--- src/rtl/uart_pkg.sv ---
// rtl/uart_pkg.sv - shared scheduler state encoding and default sizing for the UART TX FIFO
package uart_pkg;

  typedef enum logic [1:0] {
    ST_IDLE       = 2'd0,
    ST_ISSUE      = 2'd1,
    ST_WAIT_START = 2'd2,
    ST_WAIT_DONE  = 2'd3
  } tx_state_t;

  localparam int DEFAULT_DEPTH_LOG2    = 4;
  localparam int DEFAULT_START_TIMEOUT = 7;

endpackage

--- src/rtl/uart_fifo_mem.sv ---
// rtl/uart_fifo_mem.sv - byte storage array, synchronous write and combinational read
module uart_fifo_mem #(
  parameter int ADDR_W = 4
) (
  input  logic              clk,
  input  logic              we,
  input  logic [ADDR_W-1:0] waddr,
  input  logic [7:0]        wdata,
  input  logic [ADDR_W-1:0] raddr,
  output logic [7:0]        rdata
);

  logic [7:0] mem [2**ADDR_W];

  always_ff @(posedge clk) begin
    if (we) mem[waddr] <= wdata;
  end

  assign rdata = mem[raddr];

endmodule

--- src/rtl/uart_tx_fifo.sv ---
// rtl/uart_tx_fifo.sv - byte FIFO that schedules one byte at a time into a UART transmitter
// Define UART_TX_FIFO_ERR_FLAGS_EN to get sticky overflow/start_err flags; otherwise both read 0.
module uart_tx_fifo
  import uart_pkg::*;
#(
  parameter int DEPTH_LOG2    = DEFAULT_DEPTH_LOG2,
  parameter int START_TIMEOUT = DEFAULT_START_TIMEOUT
) (
  input  logic                  clk,
  input  logic                  rst,
  input  logic                  wr_en,
  input  logic [7:0]            wr_data,
  output logic                  full,
  output logic                  empty,
  output logic [DEPTH_LOG2:0]   count,
  output logic [7:0]            tx_data,
  output logic                  tx_send,
  input  logic                  tx_busy,
  output logic                  overflow,
  output logic                  start_err
);

  localparam int TO_W = $clog2(START_TIMEOUT + 1);
  localparam logic [TO_W-1:0]     TO_LAST  = TO_W'(START_TIMEOUT - 1);
  localparam logic [DEPTH_LOG2:0] FULL_CNT = {1'b1, {DEPTH_LOG2{1'b0}}};

  tx_state_t             state, state_next;
  logic [DEPTH_LOG2-1:0] wr_ptr, rd_ptr;
  logic [DEPTH_LOG2:0]   count_next;
  logic [TO_W-1:0]       to_cnt;
  logic [7:0]            head;
  logic                  push, pop;

  // A pop in the same cycle frees a slot, so a full FIFO still accepts the push.
  assign push    = wr_en && (!full || pop);
  assign tx_send = (state == ST_ISSUE);

  uart_fifo_mem #(.ADDR_W(DEPTH_LOG2)) u_mem (
    .clk   (clk),
    .we    (push && !rst),
    .waddr (wr_ptr),
    .wdata (wr_data),
    .raddr (rd_ptr),
    .rdata (head)
  );

  always_comb begin
    count_next = count;
    if (push && !pop)      count_next = count + 1'b1;
    else if (pop && !push) count_next = count - 1'b1;
  end

  always_comb begin
    state_next = state;
    pop        = 1'b0;
    case (state)
      ST_IDLE: begin
        if (!empty && !tx_busy) begin
          pop        = 1'b1;
          state_next = ST_ISSUE;
        end
      end
      ST_ISSUE:      state_next = ST_WAIT_START;
      ST_WAIT_START: begin
        if (tx_busy)                 state_next = ST_WAIT_DONE;
        else if (to_cnt == TO_LAST)  state_next = ST_IDLE;
      end
      ST_WAIT_DONE:  if (!tx_busy) state_next = ST_IDLE;
      default:       state_next = ST_IDLE;
    endcase
  end

  always_ff @(posedge clk) begin
    if (rst) begin
      state   <= ST_IDLE;
      wr_ptr  <= '0;
      rd_ptr  <= '0;
      count   <= '0;
      empty   <= 1'b1;
      full    <= 1'b0;
      tx_data <= 8'h00;
      to_cnt  <= '0;
    end else begin
      state <= state_next;
      count <= count_next;
      empty <= (count_next == '0);
      full  <= (count_next == FULL_CNT);
      if (push) wr_ptr <= wr_ptr + 1'b1;
      if (pop) begin
        rd_ptr  <= rd_ptr + 1'b1;
        tx_data <= head;
      end
      if (state == ST_ISSUE)           to_cnt <= '0;
      else if (state == ST_WAIT_START) to_cnt <= to_cnt + 1'b1;
    end
  end

`ifdef UART_TX_FIFO_ERR_FLAGS_EN
  always_ff @(posedge clk) begin
    if (rst) begin
      overflow  <= 1'b0;
      start_err <= 1'b0;
    end else begin
      if (wr_en && full && !pop) overflow <= 1'b1;
      if (state == ST_WAIT_START && !tx_busy && to_cnt == TO_LAST) start_err <= 1'b1;
    end
  end
`else
  assign overflow  = 1'b0;
  assign start_err = 1'b0;
`endif

endmodule

--- config.mk ---
export PLATFORM = sky130hd
export DESIGN_NAME = uart_tx_fifo
export DESIGN_NICKNAME = d
export VERILOG_FILES = /design/src/rtl/uart_pkg.sv /design/src/rtl/uart_fifo_mem.sv /design/src/rtl/uart_tx_fifo.sv
export SDC_FILE = /design/constraint.sdc
export NUM_CORES = 1
export LEC_CHECK = 0
export ABC_AREA = 1
export BUFFER_PORTS_ARGS = -buffer_cell sky130_fd_sc_hd__clkbuf_2
export CELL_PAD_IN_SITES_DETAIL_PLACEMENT = 0
export CELL_PAD_IN_SITES_GLOBAL_PLACEMENT = 1
export CORE_UTILIZATION = 45
export DETAILED_ROUTE_END_ITERATION = 16
export PLACE_DENSITY_LB_ADDON = 0.1
export SETUP_SLACK_MARGIN = 0.2
export SLEW_MARGIN = 20
export SYNTH_ARGS = -nofsm -noshare
export SYNTH_HDL_FRONTEND = slang
export SYNTH_SLANG_ARGS = --single-unit
export TNS_END_PERCENT = 5
--- constraint.sdc ---
create_clock -name clk -period 2.3 [get_ports clk]
set_input_delay 0.115 -clock clk [delete_from_list [all_inputs] [get_ports clk]]
set_output_delay 0.115 -clock clk [all_outputs]
set_load 0.05 [all_outputs]
== After elaboration in Yosys (flattened, before gate mapping) ==
Memory sizes are Yosys's and may differ from the RTL's. A register that Yosys moved wholly into a read port is not among the register bits.
Cells that the tools add are included.

* Bits of input ports: 12
* Logic and storage cells: 48
* Output and inout port bits: 18
* Memories kept: 1
* Register bits: 20
* Memory bits (writable): 128

{| class="wikitable"
|+ Memory list
! name !! depth !! bits a word !! rd ports !! clocked after Yosys merged registers in !! wr ports !! RTL line !! source
|-
| u_mem.mem || 16 || 8 || 1 || 1 || 1 || uart_fifo_mem.sv:13 || <nowiki>logic [7:0] mem [2**ADDR_W];</nowiki>
|}

* Muxes and demuxes: 11
* $add $sub $neg: 5
* Equal/unequal tests: 8
* Reduce and logical (&&, ||, !) cells: 16

{| class="wikitable"
|+ Operators by type and width
! kind !! number
|-
| 5-bit 2-to-1 mux || 2
|-
| 4-bit by 1-bit adder with 4-bit output (second input constant) || 2
|-
| 2-bit 2-to-1 mux || 4
|-
| 2-bit one-hot mux with 4 select lines || 1
|-
| 1-bit zero test || 6
|-
| 5-bit by 1-bit adder with 5-bit output (second input constant) || 1
|-
| 5-bit == test (second input constant) || 1
|-
| 1-bit logical AND || 5
|-
| 5-bit zero test || 1
|-
| 5-bit by 1-bit subtractor with 5-bit output (second input constant) || 1
|-
| 2-bit == test (second input constant) || 2
|-
| 1-bit 2-to-1 mux || 4
|-
| 2-bit inequality test (second input constant) || 2
|-
| 3-bit by 1-bit adder with 3-bit output (second input constant) || 1
|-
| 3-bit == test (second input constant) || 1
|-
| 3-bit inequality test (second input constant) || 1
|-
| 3-bit AND reduction || 1
|-
| 2-bit by 1-bit == test with 1-bit output (second input constant) || 1
|-
| 2-bit zero test || 1
|-
| 2-bit OR reduction || 1
|-
| 1-bit logical OR || 1
|}

== Depth between registers and ports, before layout ==
* Word-level depth: 11
* Mapped depth: 11
* Depth with buffers taken out: 11

== Hierarchy ==
A second synthesis with hierarchy kept.

* Cell total of the unflattened synthesis: 741
* Area total of the unflattened synthesis: 7,026.7 µm²

{| class="wikitable"
|+ Modules (own cells, without submodules)
! module !! cells an instance !! instances !! area an instance (µm²)
|-
| uart_fifo_mem || 543 || 1 || 5,606.6
|-
| uart_tx_fifo || 198 || 1 || 1,420.1
|}

== Worst setup path after synthesis ==
Ideal clock, no wire load.

* Path type: register -> register
* From: register empty
* To: memory u_mem.mem[0][0] (enable)
* Clock period less this slack: 1.904 ns
* Cell stages (with the launch flop): 6
* Arrival: 1.534 ns
* Setup slack: 0.396 ns
* Data required time: 1.930 ns
* Cells stage by stage: dfxtp_1 -> nor2_4 -> nand2_4 -> a21oi_4 -> nand2_1 -> nor2_1

* Longest elaborated chain between the ends: 9

{| class="wikitable"
|+ Ends and longest elaborated chain
! item !! RTL line !! source
|-
| start: declaration || uart_tx_fifo.sv:14 || <nowiki>output logic empty,</nowiki>
|-
| start signal: assignment || uart_tx_fifo.sv:86 || <nowiki>empty <= (count_next == '0);</nowiki>
|-
| 1-bit zero test || uart_tx_fifo.sv:58 || <nowiki>if (!empty && !tx_busy) begin</nowiki>
|-
| 1-bit logical AND || uart_tx_fifo.sv:58 ||
|-
| 1-bit 2-to-1 mux || uart_tx_fifo.sv:58 ||
|-
| 1-bit 2-to-1 mux || uart_tx_fifo.sv:56 || <nowiki>case (state)</nowiki>
|-
| 1-bit logical OR || uart_tx_fifo.sv:35 || <nowiki>assign push = wr_en && (!full || pop);</nowiki>
|-
| 1-bit logical AND || uart_tx_fifo.sv:35 ||
|-
| 1-bit logical AND || uart_tx_fifo.sv:40 || <nowiki>.we (push && !rst),</nowiki>
|-
| 1-bit 2-to-1 mux || uart_fifo_mem.sv:16 || <nowiki>if (we) mem[waddr] <= wdata;</nowiki>
|-
| 1-bit 2-to-1 mux (not written as such) || uart_fifo_mem.sv:16 ||
|-
| end: declaration || uart_fifo_mem.sv:13 ||
|}

No other way between the ends.

== Worst setup path after layout ==
* From: register state[1]
* To: memory u_mem.mem[0][5] (enable)

* Longest elaborated chain between the ends: 7

{| class="wikitable"
|+ Ends and longest elaborated chain
! item !! RTL line !! source
|-
| start: declaration || uart_tx_fifo.sv:27 || <nowiki>tx_state_t state, state_next;</nowiki>
|-
| start signal: assignment || uart_tx_fifo.sv:84 || <nowiki>state <= state_next;</nowiki>
|-
| 2-bit zero test || uart_tx_fifo.sv:56 ||
|-
| 1-bit 2-to-1 mux || uart_tx_fifo.sv:56 ||
|-
| 1-bit logical OR || uart_tx_fifo.sv:35 ||
|-
| 1-bit logical AND || uart_tx_fifo.sv:35 ||
|-
| 1-bit logical AND || uart_tx_fifo.sv:40 ||
|-
| 1-bit 2-to-1 mux || uart_fifo_mem.sv:16 ||
|-
| 1-bit 2-to-1 mux (not written as such) || uart_fifo_mem.sv:16 ||
|}

No other way between the ends.

==> results by group <==
Run
  • Max Cap Viol: 0

Worst setup path
  • CP max stage delay: 360 ps
  • Max FO, Critical Path: 8
  • RR Startpoint: state[1]
  • Arr. time, crit path: 1920 ps
  • Critical path capture point type: flip-flop
  • Worst Path Required: 2430 ps
  • Crit-path cells: nor2_4, nand2_4, a21oi_4, nand2_1, nor2_1, buf_4
  • Startpoint class of the critical path: flip-flop
  • Critical Path Start: state[1]
  • Slowest CP cell: dfxtp_1
  • Crit Path Category: flip-flop to flip-flop

Detailed routing
  • Post-route ant nets: 0
  • Via density: 5.21
  • DRC: 0
  • Drt first-iter violations: 390
  • Detailed-route via count: 4482
  • First-pass iteration count of the detailed router: 7
  • WL final: 15.5 mm
  • Drt wl/cell: 18.0 um

Worst hold path
  • Hold path start: tx_busy
  • Hold Path Class: input pin to flip-flop

Power and ir drop
  • Max VDD drop: 0.000469 V
  • Design Power: 8.26 mW
  • Leakage: 2.83 nW
  • Cell area power density: 1080 mW/mm^2

Timing
  • Final min period: 1790 ps
  • Final Slew Violations: 0
  • Tcrit/Tclk final: 77.7%
  • Final setup fails: 0
  • Setup TNS: 0 ps
  • Hold WS: 61.7 ps
  • Worst slew margin: 65.6%
  • Fmax: 560 MHz
  • Slew at the pin with the worst max-slew slack: 516 ps
  • Unrepaired setup endpoints after global routing: no
  • Clock Skew: 6.53 ps
  • Final Hold Vio Count: 0

Synth
  • Synth top area share: 57.5%
  • Main synth FF type: edfxtp_1
  • Mapped Area: 0.00668 mm^2
  • Synth area leaders: edfxtp_1, dfxtp_1, nor2_1, nand3_1, o21ai_0
  • Seq cells post-synth: 156
  • Synth Instances: 628
  • Synth cell count leaders: nor2_1, edfxtp_1, nand3_1
  • Yosys warning count: 0
  • Count leader, synth: nor2_1
  • Async set-reset flop share out of synthesis: 0%
  • Syn Area/Cell: 10.6 um^2
  • Sequential fraction of the synthesis area: 65.9%
  • Cell accounting for the most synthesized area: edfxtp_1
  • EDFF count, synth: 128
  • Distinct cells, synth: 31

Clock network
  • H-tree levels: 4
  • Cts repair resizes: 0
  • Clk Latency, worst-skew pair: 420 ps
  • CTS root buffer: clkbuf_16
  • Post-cts hold buffer count: 0
  • TritonCTS Buffers: 17
  • CTS tree: yes
  • Post-CTS Setup Bufs: 0
  • CTS max path bufs: 2
  • CTS Sinks: 156
  • CTS clk-pin slew, worst paths: 60 ps

Layout
  • Reg area: 0.00441 mm^2
  • Post-layout util: 52.7%
  • Post-route cell area: 0.00766 mm^2
  • Net count of the finished layout: 685
  • Fillers: 1315
  • Area growth syn-to-layout: 14.6%
  • Multi-input gate area: 0.00190 mm^2
  • Ant diodes: 0
  • Share of cells above drive strength 1: 13.9%

Floorplan
  • Core area: 0.0145 mm^2
  • FP Rows: 44
  • DIE AREA: 0.0153 mm^2
  • Ports: 30
  • Starting Density: 46.0%
  • Die Wd: 124 um
  • Die height: 124 um

Global route
  • Grt total ovfl: 0
  • Largest net degree at the start of global routing: 75
  • Initial antenna violation count: 0
  • First-pass GRT wire length: 23.5 mm
  • Gr usage total: 21.9%
  • Vias in the first global route: 4084

Placed design
  • Detailed placement HPWL: 10.1 mm
  • DP Area: 0.00703 mm^2
  • Port Buffers: 27
  • Routability cong.: 0.796

Outcome
  • Status: finished clean
stage by stage:
| stage | std cells | setup slack, ps |
|---|---|---|
| 6_report | 861 | 513 |
| 5_1_grt | 861 | 352 |
| 4_1_cts | 861 | 490 |
| 3_5_place_dp | 829 | 508 |
| 3_3_place_gp | 829 | 555 |
| 2_1_floorplan | 629 | 396 |
per-layer routing:
layer  share of wire (%)  GRT usage (%)  up-vias  routed length [um]
li1                    -              -     2225                   -
met1                  50           32.6     2111                7760
met2                  43           31.4      122                6690
met3                 4.7           4.12       24                 721
met4                 2.1           8.51        0                 329
met5                   0              0        -                   0
state kept, by name, indices dropped and copies added (netlist names):
| register | cells |
|---|---|
| wr_ptr | 4 |
| tx_data | 8 |
| state | 2 |
| empty | 1 |
| to_cnt | 3 |
| u_mem.mem | 128 |
| full | 1 |
| rd_ptr | 4 |
| count | 5 |
worst max-delay path: cells and delay by family (launching register included):
| kind | cells | cell delay, ps |
|---|---|---|
| AOI/OAI and AO/OA | 1 | 260 |
| DFF | 1 | 360 |
| and+or+nand+nor | 4 | 690 |
| buffers and inverters | 1 | 180 |
worst paths after layout:
kind	depth (start not counted)	slack [ps]	end
worst min register to register	2	500	to_cnt[0]
worst min-delay path	3	60	state[0]
worst max register to register	6	510	u_mem.mem[0][5]
worst max-delay path	6	510	u_mem.mem[0][5]
power breakdown:
part,internal (mW),total [mW],switching [mW]
clock,1.82,2.93,1.11
sequential,3.20,3.33,0.127
combinational,0.555,2.00,1.44
total,5.58,8.26,2.68
cell usage in the layout, fill, tap and decap left out, types with 4 or more instances in the layout:
master     Yosys  routed
nor2_1       146     146
edfxtp_1     128     128
nand3_1       69      69
o21ai_0       58      58
nand2_1       55      55
inv_1         39      39
dfxtp_1       28      27
clkbuf_2       0      27
buf_4          8      20
clkbuf_16      0      17
o211ai_1      16      16
a21oi_1       15      15
ha_1           9       9
o21ai_1        7       7
bufinv_16      0       4
layout make-up:
cell class,count,area share [%]
sequential,156,57.5
multi-input combinational,395,24.8
clock buffer,18,5.61
timing repair buffer,49,4.25
tap,184,3.01
clock inverter,14,2.53
inverter,45,2.24
kinds of logic after synthesis:
group	count (synthesis)	synth area share (%)
and+or+nand+nor	282	18.0
DFF	156	65.9
AOI/OAI and AO/OA	99	8.24
buffers and inverters	78	5.68
adders and majority gates	9	1.69
xor gates and xnor gates	3	0.393
other	1	0.0561
(Power assumes the default switching activity.)
